==> src/rtl/pipeline_ctrl_if.sv <==
// Handshake bundle between the pipeline datapath and the stall/flush controller.
// The datapath drives hazard/request inputs; the controller returns hold, bubble, flush and mult/div status.
interface pipeline_ctrl_if;
    logic       if_stall_req;
    logic       mem_stall_req;
    logic       flush_req;
    logic [4:0] id_rs_addr;
    logic [4:0] id_rt_addr;
    logic       id_rs_read_en;
    logic       id_rt_read_en;
    logic       ex_mem_read;
    logic [4:0] ex_reg_write_addr;
    logic       ex_md_start;
    logic       ex_md_is_div;
    logic [5:0] stall;
    logic       id_ex_bubble;
    logic       ex_mem_bubble;
    logic       flush;
    logic       md_busy;
    logic       md_done;
    logic       md_abort;

    modport master (
        output if_stall_req, mem_stall_req, flush_req,
        output id_rs_addr, id_rt_addr, id_rs_read_en, id_rt_read_en,
        output ex_mem_read, ex_reg_write_addr, ex_md_start, ex_md_is_div,
        input  stall, id_ex_bubble, ex_mem_bubble, flush, md_busy, md_done, md_abort
    );

    modport slave (
        input  if_stall_req, mem_stall_req, flush_req,
        input  id_rs_addr, id_rt_addr, id_rs_read_en, id_rt_read_en,
        input  ex_mem_read, ex_reg_write_addr, ex_md_start, ex_md_is_div,
        output stall, id_ex_bubble, ex_mem_bubble, flush, md_busy, md_done, md_abort
    );
endinterface

==> src/rtl/pipeline_ctrl.sv <==
// Stall/flush controller for the 5-stage core, including the mult/div occupancy FSM.
// Optional PIPE_CTRL_PERF_EN adds stall_cycles / flush_count performance counters.
module pipeline_ctrl #(
    parameter int MUL_CYCLES = 2,
    parameter int DIV_CYCLES = 34,
    parameter int CNT_WIDTH  = 6
) (
    input  logic              clk,
    input  logic              rst,
    pipeline_ctrl_if.slave    bus
`ifdef PIPE_CTRL_PERF_EN
    ,
    output logic [31:0]       stall_cycles,
    output logic [31:0]       flush_count
`endif
);

    typedef enum logic [1:0] {IDLE, BUSY, DONE} md_state_t;

    localparam logic [CNT_WIDTH-1:0] MUL_LD = CNT_WIDTH'(MUL_CYCLES - 1);
    localparam logic [CNT_WIDTH-1:0] DIV_LD = CNT_WIDTH'(DIV_CYCLES - 1);
    localparam logic [CNT_WIDTH-1:0] ONE    = CNT_WIDTH'(1);

    md_state_t            state, state_nxt;
    logic [CNT_WIDTH-1:0] cnt, cnt_nxt, ld_val;
    logic                 abort_q, abort_nxt;
    logic                 luh, md_stall;
    logic [5:0]           stall_o;
    logic                 id_ex_bubble_o, ex_mem_bubble_o, flush_o;

    always_ff @(posedge clk) begin
        if (rst) begin
            state   <= IDLE;
            cnt     <= '0;
            abort_q <= 1'b0;
        end else begin
            state   <= state_nxt;
            cnt     <= cnt_nxt;
            abort_q <= abort_nxt;
        end
    end

    assign ld_val = bus.ex_md_is_div ? DIV_LD : MUL_LD;

    // The start cycle is the first EX cycle, so the load value is occupancy-1;
    // a 1-cycle op (load value 0) skips BUSY entirely.
    always_comb begin
        state_nxt = state;
        cnt_nxt   = cnt;
        abort_nxt = 1'b0;
        case (state)
            IDLE: begin
                if (bus.ex_md_start && !bus.flush_req) begin
                    cnt_nxt   = ld_val;
                    state_nxt = (ld_val == '0) ? DONE : BUSY;
                end
            end
            BUSY: begin
                if (bus.flush_req) begin
                    state_nxt = IDLE;
                    cnt_nxt   = '0;
                    abort_nxt = 1'b1;
                end else if (cnt <= ONE) begin
                    state_nxt = DONE;
                    cnt_nxt   = '0;
                end else begin
                    cnt_nxt = cnt - ONE;
                end
            end
            DONE: begin
                if (bus.flush_req) begin
                    state_nxt = IDLE;
                    cnt_nxt   = '0;
                    abort_nxt = 1'b1;
                end else if (!bus.mem_stall_req) begin
                    state_nxt = IDLE;
                end
            end
            default: begin
                state_nxt = IDLE;
                cnt_nxt   = '0;
            end
        endcase
    end

    assign luh = bus.ex_mem_read && (bus.ex_reg_write_addr != 5'd0) &&
                 ((bus.id_rs_read_en && (bus.id_rs_addr == bus.ex_reg_write_addr)) ||
                  (bus.id_rt_read_en && (bus.id_rt_addr == bus.ex_reg_write_addr)));

    assign md_stall = (state == BUSY) || ((state == IDLE) && bus.ex_md_start);

    always_comb begin
        stall_o         = 6'b000000;
        id_ex_bubble_o  = 1'b0;
        ex_mem_bubble_o = 1'b0;
        flush_o         = 1'b0;
        if (!rst) begin
            if (bus.flush_req) begin
                flush_o = 1'b1;
            end else if (bus.mem_stall_req) begin
                stall_o = 6'b011111;
            end else if (md_stall) begin
                stall_o         = 6'b001111;
                ex_mem_bubble_o = 1'b1;
            end else if (luh) begin
                stall_o        = 6'b000111;
                id_ex_bubble_o = 1'b1;
            end else if (bus.if_stall_req) begin
                stall_o        = 6'b000011;
                id_ex_bubble_o = 1'b1;
            end
        end
    end

    assign bus.stall         = stall_o;
    assign bus.id_ex_bubble  = id_ex_bubble_o;
    assign bus.ex_mem_bubble = ex_mem_bubble_o;
    assign bus.flush         = flush_o;
    assign bus.md_busy       = !rst && (state == BUSY);
    assign bus.md_done       = !rst && (state == DONE);
    assign bus.md_abort      = !rst && abort_q;

`ifdef PIPE_CTRL_PERF_EN
    always_ff @(posedge clk) begin
        if (rst) begin
            stall_cycles <= '0;
            flush_count  <= '0;
        end else begin
            if (stall_o[0]) stall_cycles <= stall_cycles + 32'd1;
            if (flush_o)    flush_count  <= flush_count + 32'd1;
        end
    end
`endif

endmodule

==> src/flat_wrapper.sv <==
// flat-port wrapper written by rule: the top's interface ports become plain ports
module pipeline_ctrl_flat 
#(
    parameter int MUL_CYCLES = 2,
    parameter int DIV_CYCLES = 34,
    parameter int CNT_WIDTH  = 6
)
  (clk, rst, bus_if_stall_req, bus_mem_stall_req, bus_flush_req, bus_id_rs_addr, bus_id_rt_addr, bus_id_rs_read_en, bus_id_rt_read_en, bus_ex_mem_read, bus_ex_reg_write_addr, bus_ex_md_start, bus_ex_md_is_div, bus_stall, bus_id_ex_bubble, bus_ex_mem_bubble, bus_flush, bus_md_busy, bus_md_done, bus_md_abort);
  pipeline_ctrl_if bus_i ();
  input  logic clk;
  input  logic rst;
  input wire logic [$bits(bus_i.if_stall_req)-1:0] bus_if_stall_req;
  input wire logic [$bits(bus_i.mem_stall_req)-1:0] bus_mem_stall_req;
  input wire logic [$bits(bus_i.flush_req)-1:0] bus_flush_req;
  input wire logic [$bits(bus_i.id_rs_addr)-1:0] bus_id_rs_addr;
  input wire logic [$bits(bus_i.id_rt_addr)-1:0] bus_id_rt_addr;
  input wire logic [$bits(bus_i.id_rs_read_en)-1:0] bus_id_rs_read_en;
  input wire logic [$bits(bus_i.id_rt_read_en)-1:0] bus_id_rt_read_en;
  input wire logic [$bits(bus_i.ex_mem_read)-1:0] bus_ex_mem_read;
  input wire logic [$bits(bus_i.ex_reg_write_addr)-1:0] bus_ex_reg_write_addr;
  input wire logic [$bits(bus_i.ex_md_start)-1:0] bus_ex_md_start;
  input wire logic [$bits(bus_i.ex_md_is_div)-1:0] bus_ex_md_is_div;
  output wire logic [$bits(bus_i.stall)-1:0] bus_stall;
  output wire logic [$bits(bus_i.id_ex_bubble)-1:0] bus_id_ex_bubble;
  output wire logic [$bits(bus_i.ex_mem_bubble)-1:0] bus_ex_mem_bubble;
  output wire logic [$bits(bus_i.flush)-1:0] bus_flush;
  output wire logic [$bits(bus_i.md_busy)-1:0] bus_md_busy;
  output wire logic [$bits(bus_i.md_done)-1:0] bus_md_done;
  output wire logic [$bits(bus_i.md_abort)-1:0] bus_md_abort;
  assign bus_i.if_stall_req = bus_if_stall_req;
  assign bus_i.mem_stall_req = bus_mem_stall_req;
  assign bus_i.flush_req = bus_flush_req;
  assign bus_i.id_rs_addr = bus_id_rs_addr;
  assign bus_i.id_rt_addr = bus_id_rt_addr;
  assign bus_i.id_rs_read_en = bus_id_rs_read_en;
  assign bus_i.id_rt_read_en = bus_id_rt_read_en;
  assign bus_i.ex_mem_read = bus_ex_mem_read;
  assign bus_i.ex_reg_write_addr = bus_ex_reg_write_addr;
  assign bus_i.ex_md_start = bus_ex_md_start;
  assign bus_i.ex_md_is_div = bus_ex_md_is_div;
  assign bus_stall = bus_i.stall;
  assign bus_id_ex_bubble = bus_i.id_ex_bubble;
  assign bus_ex_mem_bubble = bus_i.ex_mem_bubble;
  assign bus_flush = bus_i.flush;
  assign bus_md_busy = bus_i.md_busy;
  assign bus_md_done = bus_i.md_done;
  assign bus_md_abort = bus_i.md_abort;
  pipeline_ctrl #(.MUL_CYCLES(MUL_CYCLES), .DIV_CYCLES(DIV_CYCLES), .CNT_WIDTH(CNT_WIDTH)) u_core (.clk(clk), .rst(rst), .bus(bus_i));
endmodule
==> config.mk <==
export PLATFORM = sky130hd
export DESIGN_NAME = pipeline_ctrl_flat
export DESIGN_NICKNAME = d
export VERILOG_FILES = /design/src/rtl/pipeline_ctrl_if.sv /design/src/rtl/pipeline_ctrl.sv /design/src/flat_wrapper.sv
export SDC_FILE = /design/constraint.sdc
export NUM_CORES = 1
export LEC_CHECK = 0
export CAP_MARGIN = 5
export CORE_AREA = 2 2 48 50
export DETAILED_ROUTE_END_ITERATION = 6
export DIE_AREA = 0 0 50 52
export PLACE_DENSITY = 0.76
export SLEW_MARGIN = 20
export SYNTH_ARGS = -nofsm -noshare
export SYNTH_HDL_FRONTEND = slang
export SYNTH_SLANG_ARGS = --single-unit
==> constraint.sdc <==
create_clock -name clk -period 2.5 [get_ports clk]
set_clock_uncertainty 0.05 [all_clocks]
set_input_delay 0.375 -clock clk [delete_from_list [all_inputs] [get_ports clk]]
set_output_delay 0.375 -clock clk [all_outputs]
set_load 0.01 [all_outputs]
* After elaboration in Yosys (flattened, before gate mapping)
Cells that the tools add are included.
** Word-level totals
- Register bits after elaboration :: 9
- Input bits :: 25
- Output and inout port bits :: 12
- Logic and storage cells :: 65
** Operators by class
- Add/sub/neg operators :: 1
- $lt $le $gt $ge :: 1
- Equal/unequal tests :: 8
- Mux-type cells :: 31
- Bitwise gates (word level) :: 1
- Reduce and logical (&&, ||, !) cells :: 20
** Operators with widths (count)
- 6-bit 2-to-1 mux :: 10
- 6-bit case mux with 3 select lines :: 1
- 2-bit 2-to-1 mux :: 7
- 1-bit 2-to-1 mux :: 12
- 5-bit == test :: 2
- 1-bit logical AND :: 9
- 6-bit by 1-bit <= comparator with 1-bit output (second input constant) :: 1
- 6-bit zero test :: 1
- 2-bit case mux with 3 select lines :: 1
- 6-bit by 1-bit subtractor with 6-bit output (second input constant) :: 1
- 5-bit nonzero test :: 1
- 2-bit OR reduction :: 2
- 3-bit by 2-bit != test with 1-bit output (second input constant) :: 1
- 3-bit != test (second input constant) :: 1
- 3-bit AND reduction :: 1
- 2-bit by 1-bit == test with 1-bit output (second input constant) :: 1
- 2-bit == test (second input constant) :: 1
- 1-bit zero test :: 2
- 2-bit zero test :: 1
- 1-bit logical OR :: 2
- 2-bit by 1-bit != test with 1-bit output (second input constant) :: 1
- 2-bit != test (second input constant) :: 1
- 2-bit AND reduction :: 1
- 1-bit NOT :: 1

* Logic depth before layout (Yosys ltp)
- Word-level depth :: 9
- Gate-level depth with buffers :: 7
- Depth with buffers taken out :: 7

* Worst setup path before layout
No wires, ideal clock.
- Path kind :: input port to output port
- Start :: input port bus_ex_reg_write_addr[0]
- End :: output port bus_stall[1]
- Arrival time :: 1.531 ns
- Data required time :: 2.075 ns
- Slack :: 0.544 ns
- Cell stages on the path :: 5
- Buffers on the path :: 1
- Path through :: or4_1 o21ai_0 a21oi_1 o31a_1 buf_4
** On the way
- Word-level cells in the longest chain between the ends :: 9
- Elaborated cells on any way between the ends :: 13
- Classes of those cells :: 2 x eq/ne; 5 x mux; 6 x reduce/logical
** Ends and longest elaborated chain
- start: declaration :: line flat_wrapper.sv:20 : input wire logic [$bits(bus_i.ex_reg_write_addr)-1:0] bus_ex_reg_write_addr;
- 5-bit == test, on equally long branches :: line pipeline_ctrl.sv:87, pipeline_ctrl.sv:88
- 1-bit logical AND, on equally long branches :: line pipeline_ctrl.sv:87, pipeline_ctrl.sv:88
- 1-bit logical OR :: line pipeline_ctrl.sv:87 : ((bus.id_rs_read_en && (bus.id_rs_addr == bus.ex_reg_write_addr)) ||
- 1-bit logical AND (*) :: line pipeline_ctrl.sv:86 : assign luh = bus.ex_mem_read && (bus.ex_reg_write_addr != 5'd0) &&
- 6-bit 2-to-1 mux (*) :: line pipeline_ctrl.sv:105 : end else if (luh) begin
- 6-bit 2-to-1 mux (*) :: line pipeline_ctrl.sv:102 : end else if (md_stall) begin
- 6-bit 2-to-1 mux (*) :: line pipeline_ctrl.sv:100 : end else if (bus.mem_stall_req) begin
- 6-bit 2-to-1 mux (*) :: line pipeline_ctrl.sv:98 : if (bus.flush_req) begin
- 6-bit 2-to-1 mux (*) :: line pipeline_ctrl.sv:97 : if (!rst) begin
- end: declaration :: line flat_wrapper.sv:23 : output wire logic [$bits(bus_i.stall)-1:0] bus_stall;
Mark *: on every way between the ends. The rest lies on a longest branch, timed or not.

* Final worst setup path
- Start :: input port bus_id_rs_addr[0]
- End :: output port bus_stall[1]
** On the way
- Word-level cells in the longest chain between the ends :: 9
** Ends and longest elaborated chain
- start: declaration :: line flat_wrapper.sv:15 : input wire logic [$bits(bus_i.id_rs_addr)-1:0] bus_id_rs_addr;
- 5-bit == test :: line pipeline_ctrl.sv:87
- 1-bit logical AND :: line pipeline_ctrl.sv:87
- 1-bit logical OR :: line pipeline_ctrl.sv:87
- 1-bit logical AND :: line pipeline_ctrl.sv:86
- 6-bit 2-to-1 mux :: line pipeline_ctrl.sv:105
- 6-bit 2-to-1 mux :: line pipeline_ctrl.sv:102
- 6-bit 2-to-1 mux :: line pipeline_ctrl.sv:100
- 6-bit 2-to-1 mux :: line pipeline_ctrl.sv:98
- 6-bit 2-to-1 mux :: line pipeline_ctrl.sv:97
Every way passes these cells.

==> results.json <==
{
  "status": "finished clean",
  "drt_iter0_drc": 1,
  "numCtsBuffers": 3,
  "final.period_utilization_pct": 95.0,
  "final_max_slew_viol_count": 0,
  "maxCapViolations": 0,
  "postRouteAntennaNets": 0,
  "synth_edf_count": 0,
  "cp_max_fo": 2,
  "place_hpwl_um": 1640,
  "synth_nets": 134,
  "path_clk_slew_ps": 60,
  "grt_max_degree": 12,
  "critical_path_required_ps": 2080,
  "routed-via-count": 865,
  "syn_inst": 104,
  "cts-hold-fix-buffers": 0,
  "power.total_mw": 0.801,
  "drt_pass1_iterations": 4,
  "io_pins": 37,
  "hold_ws_ps": 435,
  "ys_warn_count": 0,
  "cts_sinks": 9,
  "synth_fa_ha_area_share_pct": 7.82,
  "worstPathCellList": "clkdlybuf4s50_1, xor2_1, nor4_2, nand3_1, a21oi_2, buf_4, o31a_1, clkbuf_2",
  "grt_pass1_wl_um": 3520,
  "die_w_um": 50,
  "rows": 17,
  "synthDistinctLibCells": 32,
  "antenna_found_initial": 0,
  "synth_top_family_by_area": "simple AND/OR/NAND/NOR gates",
  "clock_latency_ps": 260,
  "synth-compound-area-share_pct": 21.8,
  "max_freq_ghz": 0.421,
  "endpoint_kind": "primary output",
  "gp_congestion": 0.803,
  "clk_path_buf_depth": 2,
  "fin_nets": 175,
  "initial_core_util_pct": 38.0,
  "port_buffers": 35,
  "multiInputGateArea_um2": 602,
  "synth_ff_type": "dfxtp_1",
  "fin_cells": 172,
  "irDropWorstVdd_mv": 0.491,
  "grt-ovfl-total": 0,
  "slowest_stage": "clkdlybuf4s50_1",
  "grtUsageTotal_pct": 17.6,
  "rsz0062_at_grt": "false",
  "postSynth.asyncResetShare_pct": 0,
  "cts_tree": "yes",
  "critPathKind": "in -> out",
  "vias_per_cell": 5.03,
  "antennaDiodeCount": 0,
  "grt_pass1_vias": 851,
  "fillers": 193,
  "critPathArrivalTime_ps": 1950,
  "cp_slowest_stage_delay_ps": 410,
  "drt-total-wl_um": 2080,
  "post_synth.cell_area_avg_um2": 7.69,
  "hp-class": "reg -> reg",
  "setup_viol": 0,
  "synthMuxAreaShare_pct": 0,
  "power-per-cell-area_nw_per_um2": 654,
  "startpoint_type": "primary input",
  "die-area_um2": 2600,
  "fin_crit_ps": 2370,
  "hold_viol_final": 0,
  "core_um2": 2110,
  "seq_area_um2": 180,
  "p_leak_nw": 0.472,
  "htreeDepth": 1,
  "synth_seq_cells": 9,
  "yosysSeqAreaShare_pct": 22.5,
  "area_growth_syn_to_layout_pct": 53.2,
  "wl_per_cell_um": 12.1,
  "final_area_um2": 1220,
  "cts-root-buf": "clkbuf_4",
  "synthSimpleGateAreaFrac_pct": 30.2,
  "layout-drive-gt1-share_pct": 13.2,
  "drc_errors": 0,
  "die_h_um": 52,
  "dp_cells": 167,
  "place_area_um2": 1190,
  "syn_area_um2": 800,
  "synth-xor-area-share_pct": 12.1
}
## synthesized netlist by cell type (2+ instances only)
| cell type | number | area (um^2) |
|---|---|---|
| nor2_1 | 8 | 30.0 |
| dfxtp_1 | 9 | 180 |
| a21o_1 | 2 | 15.0 |
| or4_1 | 2 | 15.0 |
| a22oi_1 | 2 | 15.0 |
| nand3_1 | 6 | 30.0 |
| xnor2_1 | 2 | 17.5 |
| inv_1 | 6 | 22.5 |
| xor2_1 | 9 | 78.8 |
| nand2_1 | 8 | 30.0 |
| buf_4 | 2 | 15.0 |
| nor3_1 | 4 | 20.0 |
| nor2b_1 | 5 | 31.3 |
| ha_1 | 5 | 62.6 |
| o21ai_0 | 5 | 25.0 |
| and2_1 | 3 | 18.8 |
| a21oi_1 | 8 | 40.0 |
| nor4_1 | 3 | 18.8 |
| nand2b_1 | 2 | 12.5 |
## critical path, delay by kind of cell
family                    cells  cell delay, ps
buffers and inverters         3             680
AOI/OAI and AO/OA             2             300
and+or+nand+nor               2             430
xor gates and xnor gates      1             160
## per-layer routing
metal  wire (um)  part of all wire, %  up-vias  GRT usage, %
li1            -                    -      444             -
met1         962                   46      381          19.8
met2         923                   44       36          31.8
met3         179                  8.6        4          4.89
met4          16                 0.77        0          5.56
met5           0                    0        -             0
## power by group
part	total, mW	switching (mW)	internal, mW
Clock	0.111	0.0498	0.0614
Combinational	0.483	0.256	0.227
Sequential	0.207	0.0306	0.176
Total	0.801	0.336	0.465
## cells in the final DEF, fill, tap and decap left out, drive strengths merged, types with 6 or more instances in the layout
cell type	instances
clkdlybuf4s50	27
xor2	9
dfxtp	9
nor2	8
nand2	8
a21oi	8
inv	6
nand3	6
o21ai	6
clkbuf	6
## worst paths after layout
path / from / end / slack [ps] / cells after the start
worst min-delay path: u_core.state[0] / u_core.state[0] / 440 / 2
worst min register to register: u_core.state[0] / u_core.state[0] / 440 / 2
worst max register to register: u_core.cnt[0] / u_core.cnt[3] / 550 / 6
worst max-delay path: bus_id_rs_addr[0] / bus_stall[1] / 130 / 8
## stage by stage
step           utilization (%)  TNS (ps)  worst slack [ps]
4_1_cts                   58.1         0             0.985
5_1_grt                   58.2         0              67.3
3_5_place_dp              56.4     -1390              -360
6_report                  58.2         0               126
3_3_place_gp              56.4     -1140              -294
2_1_floorplan                -         0               544
## state kept, by name (all words and copies together), names as in the netlist
| register | cells |
|---|---|
| u_core.abort_q | 1 |
| u_core.state | 2 |
| u_core.cnt | 6 |
## cells by family (layout without fill, tap and decap cells)
kind of cell               Yosys count  count (layout)
AOI/OAI and AO/OA                   25              25
and+or+nand+nor                     44              44
DFF                                  9               9
xor gates and xnor gates            11              11
adders and majority gates            5               5
buffers and inverters                9              49
other                                1               1
## layout make-up
type | count | share of cell area, %
clock buffers | 4 | 2.15
inverters | 6 | 1.84
multi-input cells | 86 | 49.1
flip-flops and latches | 9 | 14.7
well taps | 28 | 2.86
repair buffers | 39 | 29.3
## timing repair
action                     CTS  global route
buffers inserted             1             0
setup endpoints to repair    4             5
gates resized for setup     13             8
pin swaps                    4             4
(Power assumes the default switching activity.)
